`config.mk`:
```
export PLATFORM = sky130hd
export DESIGN_NAME = pong_game_ctrl
export DESIGN_NICKNAME = d
export VERILOG_FILES = /design/src/rtl/pong_game_ctrl.sv
export SDC_FILE = /design/constraint.sdc
export NUM_CORES = 1
export LEC_CHECK = 0
export ABC_AREA = 1
export BUFFER_PORTS_ARGS = -buffer_cell sky130_fd_sc_hd__clkbuf_2
export CELL_PAD_IN_SITES_DETAIL_PLACEMENT = 0
export CELL_PAD_IN_SITES_GLOBAL_PLACEMENT = 2
export CORE_MARGIN = 4
export CORE_UTILIZATION = 35
export CTS_BUF_LIST = sky130_fd_sc_hd__clkbuf_8
export CTS_CLUSTER_DIAMETER = 150
export CTS_CLUSTER_SIZE = 20
export DETAILED_ROUTE_END_ITERATION = 8
export PLACE_DENSITY_LB_ADDON = 0.1
export RECOVER_POWER = 100
export SETUP_SLACK_MARGIN = 0.15
export SLEW_MARGIN = 15
export SYNTH_ARGS = -nofsm -noshare
export SYNTH_HDL_FRONTEND = slang
export SYNTH_SLANG_ARGS = --single-unit
export TNS_END_PERCENT = 20
```
`constraint.sdc`:
```
create_clock -name clk -period 6.68 [get_ports clk]
set_clock_uncertainty 0.05 [all_clocks]
set_input_delay 1.002 -clock clk [delete_from_list [all_inputs] [get_ports clk]]
set_output_delay 1.002 -clock clk [all_outputs]
set_load 0.05 [all_outputs]
```
`src/rtl/pong_game_ctrl.sv`:
```
// Frame-rate Pong sequencer: owns ball, paddles, scores and match phase.
// Advances once per frame_tick; start acts immediately in IDLE/OVER. Outputs are registered and frame-stable.
module pong_game_ctrl #(
    parameter int FIELD_X_BEGIN      = 8,
    parameter int FIELD_X_END        = 631,
    parameter int FIELD_Y_BEGIN      = 8,
    parameter int FIELD_Y_END        = 471,
    parameter int BALL_RADIUS        = 4,
    parameter int PADDLE_RADIUS      = 24,
    parameter int PADDLE_THICKNESS   = 6,
    parameter int LEFT_PADDLE_BEGIN  = 24,
    parameter int RIGHT_PADDLE_BEGIN = 610,
    parameter int PADDLE_STEP        = 4,
    parameter int BALL_STEP          = 2,
    parameter int WIN_SCORE          = 9,
    parameter int SERVE_FRAMES       = 60
) (
    input  logic       clk,
    input  logic       reset,
    input  logic       frame_tick,
    input  logic       start,
    input  logic       left_up,
    input  logic       left_down,
    input  logic       right_up,
    input  logic       right_down,
    output logic [9:0] ball_loc_x,
    output logic [9:0] ball_loc_y,
    output logic [9:0] left_paddle_loc,
    output logic [9:0] right_paddle_loc,
    output logic [3:0] left_score,
    output logic [3:0] right_score,
    output logic [1:0] state,
    output logic       game_over
);
    typedef enum logic [1:0] {IDLE = 2'd0, SERVE = 2'd1, PLAY = 2'd2, OVER = 2'd3} state_t;
    typedef logic signed [10:0] s11_t;

    localparam int   L_FACE    = LEFT_PADDLE_BEGIN + PADDLE_THICKNESS;
    localparam s11_t R         = s11_t'(BALL_RADIUS);
    localparam s11_t BSTEP     = s11_t'(BALL_STEP);
    localparam s11_t LF        = s11_t'(L_FACE);
    localparam s11_t RPB       = s11_t'(RIGHT_PADDLE_BEGIN);
    localparam s11_t FXB       = s11_t'(FIELD_X_BEGIN);
    localparam s11_t FXE       = s11_t'(FIELD_X_END);
    localparam s11_t FYB       = s11_t'(FIELD_Y_BEGIN);
    localparam s11_t FYE       = s11_t'(FIELD_Y_END);
    localparam s11_t SPAN      = s11_t'(PADDLE_RADIUS + BALL_RADIUS);
    localparam s11_t TOP_CLAMP = s11_t'(FIELD_Y_BEGIN + BALL_RADIUS + 1);
    localparam s11_t BOT_CLAMP = s11_t'(FIELD_Y_END - BALL_RADIUS - 1);
    localparam s11_t L_BOUNCE  = s11_t'(L_FACE + BALL_RADIUS + 1);
    localparam s11_t R_BOUNCE  = s11_t'(RIGHT_PADDLE_BEGIN - BALL_RADIUS - 1);
    localparam int   PAD_MIN   = FIELD_Y_BEGIN + PADDLE_RADIUS;
    localparam int   PAD_MAX   = FIELD_Y_END - PADDLE_RADIUS;
    localparam logic [9:0] CX  = 10'd320;
    localparam logic [9:0] CY  = 10'd240;
    localparam logic [7:0] SERVE_LOAD = 8'(SERVE_FRAMES);

    state_t     st;
    logic       dx, dy;     // dx=1 right, dy=1 down
    logic [7:0] cnt;

    s11_t cx, nx0, ny, nx, ldist, rdist, labs, rabs;
    logic ndx, ndy, goal_l, goal_r, win;
    logic [3:0] ls_inc, rs_inc;

    assign state = st;

    function automatic logic [9:0] pad_next(input logic [9:0] p, input logic up, input logic dn);
        int t;
        t = int'(p);
        if (up && !dn)
            t = (t - PADDLE_STEP < PAD_MIN) ? PAD_MIN : t - PADDLE_STEP;
        else if (dn && !up)
            t = (t + PADDLE_STEP > PAD_MAX) ? PAD_MAX : t + PADDLE_STEP;
        return 10'(t);
    endfunction

    always_comb begin
        cx  = s11_t'({1'b0, ball_loc_x});
        nx0 = dx ? cx + BSTEP : cx - BSTEP;
        ny  = dy ? s11_t'({1'b0, ball_loc_y}) + BSTEP : s11_t'({1'b0, ball_loc_y}) - BSTEP;
        ndy = dy;
        if (!dy && ny - R <= FYB) begin
            ny  = TOP_CLAMP;
            ndy = 1'b1;
        end else if (dy && ny + R >= FYE) begin
            ny  = BOT_CLAMP;
            ndy = 1'b0;
        end
        // Paddle span is tested against the paddle position held before this tick
        ldist = ny - s11_t'({1'b0, left_paddle_loc});
        rdist = ny - s11_t'({1'b0, right_paddle_loc});
        labs  = ldist[10] ? -ldist : ldist;
        rabs  = rdist[10] ? -rdist : rdist;
        nx    = nx0;
        ndx   = dx;
        if (!dx && cx - R > LF && nx0 - R <= LF && labs <= SPAN) begin
            nx  = L_BOUNCE;
            ndx = 1'b1;
        end
        if (dx && cx + R < RPB && nx0 + R >= RPB && rabs <= SPAN) begin
            nx  = R_BOUNCE;
            ndx = 1'b0;
        end
        goal_r = !dx && (nx0 - R <= FXB);
        goal_l = dx && (nx0 + R >= FXE);
        ls_inc = left_score + 4'd1;
        rs_inc = right_score + 4'd1;
        win    = goal_l ? (ls_inc == 4'(WIN_SCORE)) : (rs_inc == 4'(WIN_SCORE));
    end

    always_ff @(posedge clk or posedge reset) begin
        if (reset) begin
            st               <= IDLE;
            game_over        <= 1'b0;
            ball_loc_x       <= CX;
            ball_loc_y       <= CY;
            left_paddle_loc  <= CY;
            right_paddle_loc <= CY;
            left_score       <= 4'd0;
            right_score      <= 4'd0;
            dx               <= 1'b1;
            dy               <= 1'b0;
            cnt              <= 8'd0;
        end else if ((st == IDLE || st == OVER) && start) begin
            st               <= SERVE;
            game_over        <= 1'b0;
            ball_loc_x       <= CX;
            ball_loc_y       <= CY;
            left_paddle_loc  <= CY;
            right_paddle_loc <= CY;
            left_score       <= 4'd0;
            right_score      <= 4'd0;
            dx               <= 1'b1;
            dy               <= 1'b0;
            cnt              <= SERVE_LOAD;
        end else if (frame_tick && (st == SERVE || st == PLAY)) begin
            left_paddle_loc  <= pad_next(left_paddle_loc, left_up, left_down);
            right_paddle_loc <= pad_next(right_paddle_loc, right_up, right_down);
            if (st == SERVE) begin
                if (cnt == 8'd0) st <= PLAY;
                else             cnt <= cnt - 8'd1;
            end else if (goal_l || goal_r) begin
                // Goal overrides wall/paddle results; serve heads toward the side that conceded
                ball_loc_x <= CX;
                ball_loc_y <= CY;
                dx         <= goal_l;
                if (goal_l) left_score  <= ls_inc;
                else        right_score <= rs_inc;
                if (win) begin
                    st        <= OVER;
                    game_over <= 1'b1;
                end else begin
                    st  <= SERVE;
                    cnt <= SERVE_LOAD;
                end
            end else begin
                ball_loc_x <= nx[9:0];
                ball_loc_y <= ny[9:0];
                dx         <= ndx;
                dy         <= ndy;
            end
        end
    end
endmodule

```
After elaboration in Yosys (flattened, before gate mapping)
Index checks and enable logic that the tools add are counted.

Flip-flop bits (word level): 61. Latch bits: 0. Bits in writable memories: 0. Memory bits (read-only): 0. Input port bits: 8. Output and inout bits: 51. Word-level logic and storage cells: 171. Memories kept: 0.

Add/sub/neg operators: 21. $mul: 0. Divide/modulo/power cells: 0. Order comparisons: 14. Equal/unequal tests: 11. Shift operators: 0. Muxes and demuxes: 68. Bitwise logic cells: 0. Reductions and logical operators: 46.

Operators by type and width (count): $mux W10 (22); $mux W11 (6); $mux W8 (6); $mux W4 (10); $add A10 B3 Y11 const B (3); $le A11 B6 Y1 const B (3); $sub A10 B3 Y11 const B (3); $add A10 B2 Y11 const B (2); $add A11 B4 Y11 const B (2); $ge A11 B11 Y1 const B (2); $gt A11 B9 Y1 const B (2); $le A11 B5 Y1 const B (2); $lt A11 B7 Y1 const B (2); $neg A11 Y11 (2); $sub A10 B2 Y11 const B (2); $sub A11 B11 Y11 (2); $sub A11 B4 Y11 const B (2); $reduce_and A4 Y1 (5); $mux W1 (18); $logic_and A1 B1 Y1 (16); $mux W2 (6); $reduce_bool A3 Y1 (4); $ge A11 B10 Y1 const B (1); $gt A11 B6 Y1 const B (1); 19 further kinds (36).

Depth between registers and ports, before layout
Gate-level depths: netlist of run 1.

Word-level depth: 18. Gate-level depth with buffers: 43. Depth with buffers taken out: 42.

Worst setup path before layout of run 1
OpenSTA, ideal clock, no wires.

Path type: reg2reg. From: register ball_loc_y[1]. To: register ball_loc_x[3]. Setup time: 0.130 ns. Arrival: 4.962 ns. Required time: 6.500 ns. Setup slack: 1.538 ns. Cell stages (with the launch flop): 40. Buffers on the path: 1. Period minus slack after synthesis: 5.142 ns. Path through: dfrtp_1 fa_1 inv_1 nand2_1 nand2_1 inv_1 ha_1 inv_1 o21ai_0 nand2_1 nor2_1 nor2_1 nor2_1 nand3_1 nand2_1 nand2_1 buf_2 a21oi_1 [4 not listed] o21bai_1 nand3_1 nand3_1 a21o_1 a21oi_1 inv_1 nand4_1 nand2_1 o21ai_1 nand2_1 nor2_1 nand2_1 nand2_1 nand2_2 nand2_1 nand2_1 nand2_1 o21ai_1.

Word-level cells in the longest chain between the ends: 18. Elaborated cells between the ends (all ways): 27. Those cells by class: add/sub (8); order compare (4); mux (11); reduce/logical (4).

RTL lines: from (decl) (line 27) `output logic [9:0] ball_loc_y,`; from (signal assigned) (line 159) `ball_loc_y <= ny[9:0];`; $sub A10 B2 Y11 or $add A10 B2 Y11 (tied branches) (line 81) `ny = dy ? s11_t'({1'b0, ball_loc_y}) + BSTEP : s11_t'({1'b0, ball_loc_y}) - BSTEP;`; $mux W11 (*) (line 81); $add A11 B4 Y11 (line 86) `end else if (dy && ny + R >= FYE) begin`; $ge A11 B10 Y1 (line 86); $logic_and A1 B1 Y1 (line 86); $mux W11 (line 86); $mux W11 (*) (line 83) `if (!dy && ny - R <= FYB) begin`; $sub A11 B11 Y11 (line 91) `ldist = ny - s11_t'({1'b0, left_paddle_loc});`; [2 not listed]; $le A11 B6 Y1 (line 97) `if (!dx && cx - R > LF && nx0 - R <= LF && labs <= SPAN) begin`; $logic_and A1 B1 Y1 (line 97); $mux W10 (line 97); $mux W10 (*) (line 101) `if (dx && cx + R < RPB && nx0 + R >= RPB && rabs <= SPAN) begin`; $mux W10 (*) (line 143) `end else if (goal_l || goal_r) begin`; $mux W10 (*) (line 140) `if (st == SERVE) begin`; $mux W10 (*) (line 137) `end else if (frame_tick && (st == SERVE || st == PLAY)) begin`; $mux W10 (*) (line 125) `end else if ((st == IDLE || st == OVER) && start) begin`; to (signal assigned) (line 158) `ball_loc_x <= nx[9:0];`; to (decl) (line 26) `output logic [9:0] ball_loc_x,`.

Every way passes the cells marked *; elsewhere a longest branch is shown, timed or not. The select of a mux whose other input is x is not followed. A chain may end at the register's enable or synchronous reset.

Worst setup path in the final report of run 1
From: register dy. To: register ball_loc_x[0].

Word-level cells in the longest chain between the ends: 17. Elaborated cells between the ends (all ways): 26. Those cells by class: add/sub (6); order compare (4); mux (11); reduce/logical (5).

RTL lines: from (decl) (line 59) `logic dx, dy;`; from (signal assigned) (line 161) `dy <= ndy;`; $mux W11 (line 81); $add A11 B4 Y11 (line 86); $ge A11 B10 Y1 (line 86); $logic_and A1 B1 Y1 (line 86); $mux W11 (line 86); $mux W11 (*) (line 83); $sub A11 B11 Y11 (line 91); $neg A11 Y11 (line 93) `labs = ldist[10] ? -ldist : ldist;`; $mux W11 (line 93); $le A11 B6 Y1 (line 97); $logic_and A1 B1 Y1 (line 97); $mux W10 (line 97); $mux W10 (*) (line 101); $mux W10 (*) (line 143); $mux W10 (*) (line 140); $mux W10 (*) (line 137); $mux W10 (*) (line 125).

Marked as above.

==> results.yml, run 1 <==
synth:
  syn_area_mm2: 0.00697
  synth.largest_area_cell: "dfrtp_1"
  ys_seq_elements: 59
  synth_top_flop_cell: "dfrtp_1"
  synth_area_leaders: "dfrtp_1 16%, nand2_1 14%, ha_1 11%"
  synth_cell_types: 52
  async_flop_share_pct: 100
  yosys_warnings: 0
  yosysTopAreaCellShare_pct: 15.8
  syn_inst: 1085
  seq_area_frac_synth_pct: 21.4
  synth-edff-count: 0
  avgSynthCellArea_um2: 6.43
  synthesis.nets: 1160
layout:
  nFillCells: 2239
  nets: 1225
  multi_input_area_mm2: 0.00472
  antenna_cells: 0
  seqCellArea_mm2: 0.00150
  area_delta_synth_final_pct: 10.2
  final_layout_size_suffix_gt1_share_pct: 6.32
sta:
  finalSetupTns_ps: 0
  fmax_mhz: 168
  relSlewSlack_pct: -122
  whs_ps: 445
  max_slew.worst_pin.slew_ps: 3330
  finalCriticalPeriod_ps: 5940
  rsz0062_at_grt: "false"
  period_share_pct: 89.0
  finalSetupViolCount: 0
  drv_slew: 60
  timing.final.ws_setup_ps: 737
  hold_viol_final: 0
placement:
  place_ws_ps: 497
  io_buffers: 58
  hpwl_mm: 16.6
  routabilityCongestion: 0.834
critical_path:
  crit_path_end_kind: "flop"
  crit_end: "ball_loc_x[0]"
  crit_start: "dy"
  reg2reg_from: "dy"
  worstRegToRegCells: 35
  critPathKind: "flop to flop"
  r2r_end: "ball_loc_x[0]"
  critPathMaxFanout: 12
  worst_setup_path_start_kind: "flop"
  critical_path_arrival_ps: 6180
  cpMaxStageDelayCell: "a21oi_1"
  crit_top_cell: "nand2_1"
  cp.required_ps: 6920
  rrSetupSlack_ps: 740
  max_stage_delay_ps: 650
grt:
  grt_pass1_wl_mm: 34.3
  grt_max_degree: 60
  grt.overflow.total: 0
  grt_pass1_vias: 6719
  gr-usage-all-layers_pct: 19.1
  grt_antenna_before_repair: 0
status:
  status: "finished, violations left"
  violations: "max-capacitance violations, max-slew violations"
die:
  ios: 59
  core_mm2: 0.0195
  initial_core_util_pct: 35.7
  die_area_mm2: 0.0222
  die_w_um: 149
  num_rows: 51
  die_h_um: 149
routing:
  wl_per_cell_um: 14.6
  wl_mm: 20.7
  dr.pass1.iters: 5
  vias: 7027
  antenna_left: 0
  drt_iter0_markers: 275
  drc: 0
  vias_per_cell: 4.95
clocking:
  clk_pin_slew_ps: 80
  cts_hold_buf: 0
  cts_buffers: 9
  numClockSinks: 59
  cts_buffer_depth: 2
  clock_latency_ps: 370
  cts-root-buf: "clkbuf_8"
  h-tree-depth: 3
  cts_tree: "done"
flow_run:
  max_cap_viol_count: 1
worst_hold_path:
  hold_class: "flop to flop"
==> per-stage QoR <==
stage                     util (%)  cell area [um^2]  instances
after floorplan                  -              6970       1085
after global placement        38.7              7560       1402
after detailed placement      38.7              7560       1402
after CTS                     39.7              7750       1418
after global routing          39.4              7680       1420
final                         39.4              7680       1420
==> Yosys cell counts, types with 12 or more instances <==
master	n
nand2_1	260
inv_1	166
nor2_1	101
nand3_1	86
ha_1	63
a21oi_1	56
o21ai_0	51
dfrtp_1	44
xor2_1	40
nor3_1	29
nand4_1	28
o21ai_1	21
dfstp_2	15
inv_2	12
==> kinds of logic (layout without fill, tap and decap cells) <==
group,after synthesis,in the layout,share of synthesized area [%]
simple gates,533,533,33.1
buf+inv,191,261,10.6
compound gates,182,182,15.3
fa+ha+maj,67,67,12.5
flops,59,59,21.4
xor+xnor,53,53,7.09
==> layout by cell type (no fill, tap or decap), types with 9 or more instances in the layout <==
master / count
nand2_1: 262
inv_1: 169
nor2_1: 102
nand3_1: 86
o21ai_0: 64
ha_1: 63
clkbuf_1: 54
a21oi_1: 53
dfrtp_1: 44
xor2_1: 40
nand4_1: 28
nor3_1: 28
dfstp_2: 14
o21ai_1: 10
clkbuf_8: 10
xnor2_1: 9
o22ai_1: 9
==> repair_timing <==
item                       in CTS  in global routing
gates resized for setup         0                  8
buffers inserted                0                  2
setup endpoints to repair       0                 10
==> registers in the layout (all words and copies together) (netlist names) <==
signal            count
left_score            4
right_paddle_loc      9
ball_loc_x           10
dx                    1
dy                    1
right_score           4
cnt                   8
left_paddle_loc       9
state                 2
game_over             1
ball_loc_y           10
==> how the worst min path moves through the flow <==
stage	startpoint	endpoint	slack, ps	depth (start not counted)
2_1_floorplan	cnt[0]	cnt[0]	410	2
3_3_place_gp	cnt[0]	cnt[0]	420	2
3_5_place_dp	cnt[0]	cnt[0]	430	2
4_1_cts	cnt[0]	cnt[0]	450	2
5_1_grt	cnt[1]	cnt[1]	500	2
6_report	cnt[0]	cnt[0]	440	2
==> layer usage <==
| metal | vias to the layer above | global-route usage, % | part of all wire (%) |
|---|---|---|---|
| met5 | - | 0 | 0 |
| met4 | 0 | 5.54 | 1.6 |
| met3 | 22 | 2.04 | 2.9 |
| met2 | 103 | 30.8 | 45 |
| met1 | 3200 | 27.2 | 50 |
| li1 | 3702 | - | - |
==> final cells by class <==
| type | count | share of cell area (%) |
|---|---|---|
| Clock buffer | 10 | 1.79 |
| Clock inverter | 6 | 0.749 |
| Inverter | 183 | 9.04 |
| Multi-Input combinational cell | 835 | 61.5 |
| Sequential cell | 59 | 19.5 |
| Tap cell | 265 | 4.32 |
| Timing Repair Buffer | 62 | 3.19 |
==> worst max-delay path: cells and delay by family, from the launching register on <==
| kind | cells | cell delay (ps) |
|---|---|---|
| AND/OR/NAND/NOR | 21 | 2440 |
| AO/OA/AOI/OAI | 6 | 1540 |
| adder cells (fa/ha/maj) | 2 | 800 |
| buffers and inverters | 6 | 650 |
| flip-flops | 1 | 420 |
Power of run 1 is left out: the tool's default activity adds up to more than one toggle a clock period on the data nets, which glitch-free logic cannot reach.
==> inputs of run 2 (changes only) <==
--- a/config.mk
+++ b/config.mk
@@ -10,7 +10,7 @@
 export CELL_PAD_IN_SITES_DETAIL_PLACEMENT = 0
 export CELL_PAD_IN_SITES_GLOBAL_PLACEMENT = 2
 export CORE_MARGIN = 4
-export CORE_UTILIZATION = 35
+export CORE_UTILIZATION = 37
 export CTS_BUF_LIST = sky130_fd_sc_hd__clkbuf_8
 export CTS_CLUSTER_DIAMETER = 150
 export CTS_CLUSTER_SIZE = 20
==> constraint.sdc (replaced) <==
create_clock -name clk -period 6.9 [get_ports clk]
set_clock_uncertainty 0.05 [all_clocks]
set_input_delay 1.035 -clock clk [delete_from_list [all_inputs] [get_ports clk]]
set_output_delay 1.035 -clock clk [all_outputs]
set_load 0.05 [all_outputs]
==> run 2 against run 1 <==
Effect of this change: the run still ends with max-capacitance violations, max-slew violations left; hold slack got worse by 1.5 ps; global-route usage about the same; critical path depth increased by 2; first-iteration DRC count increased by 3.6%; final area decreased by 0.88%; via count increased by 0.47%; critical path type unchanged.
==> results.yml, run 2 (synthesized netlist as in run 1, its figures left out) <==
status:
  status: "finished, violations left"
  violations: "max-capacitance violations, max-slew violations"
placement:
  routabilityCongestion: 0.848
  dpl-instance-area_mm2: 0.00751
  io_buffers: 58
  hpwl_mm: 16.2
  dp_cells: 1366
die:
  ios: 59
  die_w_um: 145
  die_h_um: 145
  num_rows: 49
  core_mm2: 0.0183
  die_area_mm2: 0.0211
  initial_core_util_pct: 38.2
sta:
  rsz0062_at_grt: "false"
  relSlewSlack_pct: -122
  period_share_pct: 88.9
  hold_viol_final: 0
  drv_slew: 60
  finalSetupViolCount: 0
  finalSetupTns_ps: 0
  finalCriticalPeriod_ps: 6130
  fmax_mhz: 163
  max_slew.worst_pin.slew_ps: 3320
routing:
  antenna_left: 0
  vias_per_cell: 5.11
  wl_per_cell_um: 14.6
  drc: 0
  vias: 7060
  drt_iter0_markers: 285
  wl_mm: 20.2
  dr.pass1.iters: 4
clocking:
  clk_pin_slew_ps: 70
  cts_buffer_depth: 2
  numClockSinks: 59
  cts_hold_buf: 0
  cts-resized-gates: 0
  cts_buffers: 9
  h-tree-depth: 3
  cts_tree: "done"
  cts_setup_buffers: 0
  cts-root-buf: "clkbuf_8"
  clock_latency_ps: 360
worst_hold_path:
  holdPathEnd: "cnt[1]"
  hold_path_startpoint: "cnt[1]"
  hold_class: "flop to flop"
  hold_depth: 2
layout:
  nFillCells: 2050
  multi_input_area_mm2: 0.00469
  mostFrequentLayoutCells: "264 x nand2_1, 170 x inv_1, 103 x nor2_1, 86 x nand3_1, 69 x o21ai_0"
  seqCellArea_mm2: 0.00150
  fin_area_mm2: 0.00762
  reg.largest.list: "ball_loc_x x10, ball_loc_y x10"
  final_layout_size_suffix_gt1_share_pct: 5.29
  nets: 1223
  area_delta_synth_final_pct: 9.24
  final_common_cell: "nand2_1"
  fin_cells: 1382
  antenna_cells: 0
critical_path:
  reg2reg_from: "dy"
  critical_path_arrival_ps: 6300
  crit_path_end_kind: "flop"
  r2r_end: "ball_loc_x[9]"
  worstRegToRegCells: 37
  worst_setup_path_start_kind: "flop"
  rrSetupSlack_ps: 770
  cp_top_family: "simple AND/OR/NAND/NOR gates"
  crit_top_cell: "nand2_1"
  critPathKind: "flop to flop"
  cp.required_ps: 7070
  path_buf_inv: 4
  critPathMaxFanout: 11
  cpMaxStageDelayCell: "ha_1"
  max_stage_delay_ps: 410
flow_run:
  max_cap_viol_count: 1
grt:
  gr-usage-all-layers_pct: 19.1
  grt_max_degree: 60
  grt_pass1_vias: 6681
  grt.overflow.total: 0
  grt_antenna_before_repair: 0
  grt_pass1_wl_mm: 33.6
## run 2: changes by cell type in the layout (fill, tap and decap cells not counted), moves of 3 or more
cell     change
a21oi_2      -3
o21ai_1      -4
o21ai_0      +5
a21oi_1      +3
## run 2: worst register-to-register path: cells and delay by family, from the launching register on
kind            cells  cell delay, ps
compound gates      8            1460
fa+ha+maj           3            1020
buf+inv             4             750
flops               1             400
simple gates       22            2310
## run 2: metal layers
layer	vias up	global-route usage [%]	share of wire, %
met3	25	2.28	2.5
met1	3226	26.3	50
li1	3700	-	-
met4	0	5.75	1.8
met2	109	31.5	46
met5	-	0	0
## run 2: how the worst max path moves through the flow
| stage | slack, ps | endpoint | start | cells after the start |
|---|---|---|---|---|
| after floorplan | 1760 | ball_loc_x[3] | ball_loc_y[1] | 39 |
| after global placement | 770 | ball_loc_x[4] | dy | 37 |
| after detailed placement | 840 | ball_loc_x[9] | dy | 39 |
| after CTS | 820 | ball_loc_x[9] | dy | 39 |
| after global routing | 90 | ball_loc_x[3] | dy | 37 |
| final | 770 | ball_loc_x[9] | dy | 37 |
## run 2: layout make-up
| class | count | share of cell area, % |
|---|---|---|
| Clock buffer | 10 | 1.81 |
| Clock inverter | 6 | 1.07 |
| Inverter | 183 | 9.02 |
| Multi-Input combinational cell | 835 | 61.6 |
| Sequential cell | 59 | 19.6 |
| Tap cell | 229 | 3.76 |
| Timing Repair Buffer | 60 | 3.07 |
## run 2: through the flow
stage          util [%]  setup slack [ps]  hold WS (ps)
6_report           41.7               765           443
5_1_grt            41.7              94.3           491
4_1_cts            42.3               819           453
3_5_place_dp       41.1               837           433
3_3_place_gp       41.1               769           423
2_1_floorplan         -              1760           409
Power of run 2 is left out for the same reason.
==> inputs of run 3 (changes only) <==
--- a/config.mk
+++ b/config.mk
@@ -15,6 +15,7 @@
 export CTS_CLUSTER_DIAMETER = 150
 export CTS_CLUSTER_SIZE = 20
 export DETAILED_ROUTE_END_ITERATION = 8
+export MAX_ROUTING_LAYER = met4
 export PLACE_DENSITY_LB_ADDON = 0.1
 export RECOVER_POWER = 100
 export SETUP_SLACK_MARGIN = 0.15
==> run 3 against run 2 <==
Effect of this change: the run still ends with max-capacitance violations, max-slew violations left; flip-flop and latch count is the same; final area is the same; fmax shrank 0.13%; core utilization is the same; worst setup slack lost 8.0 ps; non-clock buffer count is the same; register-to-register slack is essentially flat; routed wire length grew 0.21%; sequential share of layout area is the same.
==> results.yml, run 3 (synthesized netlist as in run 1, its figures left out) <==
worst_hold_path:
  holdPathEnd: "cnt[1]"
  hold_class: "flop to flop"
  hold_path_startpoint: "cnt[1]"
  hold_depth: 2
layout:
  reg.largest.list: "ball_loc_x x10, ball_loc_y x10"
  area_delta_synth_final_pct: 9.24
  final_layout_size_suffix_gt1_share_pct: 5.29
  mostFrequentLayoutCells: "264 x nand2_1, 170 x inv_1, 103 x nor2_1, 86 x nand3_1, 69 x o21ai_0"
  multi_input_area_mm2: 0.00469
  antenna_cells: 0
  nFillCells: 2050
  nets: 1223
  final_common_cell: "nand2_1"
  seqCellArea_mm2: 0.00150
status:
  status: "finished, violations left"
  violations: "max-capacitance violations, max-slew violations"
sta:
  rsz0062_at_grt: "false"
  period_share_pct: 89.0
  finalSetupTns_ps: 0
  max_slew.worst_pin.slew_ps: 3380
  drv_slew: 60
  relSlewSlack_pct: -125
  whs_ps: 443
  finalCriticalPeriod_ps: 6140
  hold_viol_final: 0
  fmax_mhz: 163
  timing.final.ws_setup_ps: 757
  finalSetupViolCount: 0
clocking:
  clock_latency_ps: 360
  cts-root-buf: "clkbuf_8"
  cts_buffers: 9
  numClockSinks: 59
  cts-resized-gates: 0
  cts_setup_buffers: 0
  cts_hold_buf: 0
  cts_buffer_depth: 2
  cts_tree: "done"
  clk_pin_slew_ps: 70
  h-tree-depth: 3
grt:
  grt_antenna_before_repair: 0
  grt_pass1_wl_mm: 33.6
  grt_pass1_vias: 6679
  grt_max_degree: 60
  grt.overflow.total: 0
  gr-usage-all-layers_pct: 19.7
routing:
  vias_per_cell: 5.11
  wl_per_cell_um: 14.7
  dr.pass1.iters: 7
  drt_iter0_markers: 308
  antenna_left: 0
  vias: 7065
  drc: 0
  wl_mm: 20.3
die:
  die_w_um: 145
  initial_core_util_pct: 38.2
  num_rows: 49
  die_area_mm2: 0.0211
  die_h_um: 145
  core_mm2: 0.0183
  ios: 59
critical_path:
  critPathMaxFanout: 11
  r2r_end: "ball_loc_x[9]"
  crit_top_cell: "nand2_1"
  cpMaxStageDelayCell: "ha_1"
  path_buf_inv: 4
  cp.required_ps: 7070
  reg2reg_from: "dy"
  cp_top_family: "simple AND/OR/NAND/NOR gates"
  max_stage_delay_ps: 410
  critPathKind: "flop to flop"
  crit_path_end_kind: "flop"
  critical_path_arrival_ps: 6310
  worst_setup_path_start_kind: "flop"
  worstRegToRegCells: 37
  rrSetupSlack_ps: 760
placement:
  place_ws_ps: 837
  io_buffers: 58
  routabilityCongestion: 0.862
  hpwl_mm: 16.2
flow_run:
  max_cap_viol_count: 1
-- run 3: worst min-delay path: stages (launching register included) --
cell and delay (ps):
dfrtp_1 350, nand2_1 50, o21ai_0 60
-- run 3: per-stage QoR --
stage / cell area (um^2) / utilization [%] / instances
CTS: 7730 / 42.3 / 1382
global placement: 7510 / 41.1 / 1366
finish: 7620 / 41.7 / 1382
floorplan: 6970 / - / 1085
detailed placement: 7510 / 41.1 / 1366
global route: 7620 / 41.7 / 1382
-- run 3: per-layer routing --
metal / GRT usage, % / part of all wire (%) / vias up / wire, um
met5: - / 0 / - / 0
met2: 31.5 / 46 / 108 / 9350
li1: - / - / 3698 / -
met1: 26.3 / 50 / 3236 / 10100
met4: 5.75 / 1.7 / 0 / 346
met3: 2.37 / 2.6 / 23 / 523
-- run 3: final cells by class --
| class | instances | area share (%) |
|---|---|---|
| Clock buffer | 10 | 1.81 |
| Clock inverter | 6 | 1.07 |
| Inverter | 183 | 9.02 |
| Multi-Input combinational cell | 835 | 61.6 |
| Sequential cell | 59 | 19.6 |
| Tap cell | 229 | 3.76 |
| Timing Repair Buffer | 60 | 3.07 |
-- run 3: worst max path at each step --
| stage | to | cells after the start | start | slack [ps] |
|---|---|---|---|---|
| after floorplan | ball_loc_x[3] | 39 | ball_loc_y[1] | 1760 |
| after CTS | ball_loc_x[9] | 39 | dy | 820 |
| after detailed placement | ball_loc_x[9] | 39 | dy | 840 |
| final | ball_loc_x[9] | 37 | dy | 760 |
| after global placement | ball_loc_x[4] | 37 | dy | 770 |
| after global routing | ball_loc_x[3] | 37 | dy | 90 |
Power of run 3 is left out for the same reason.
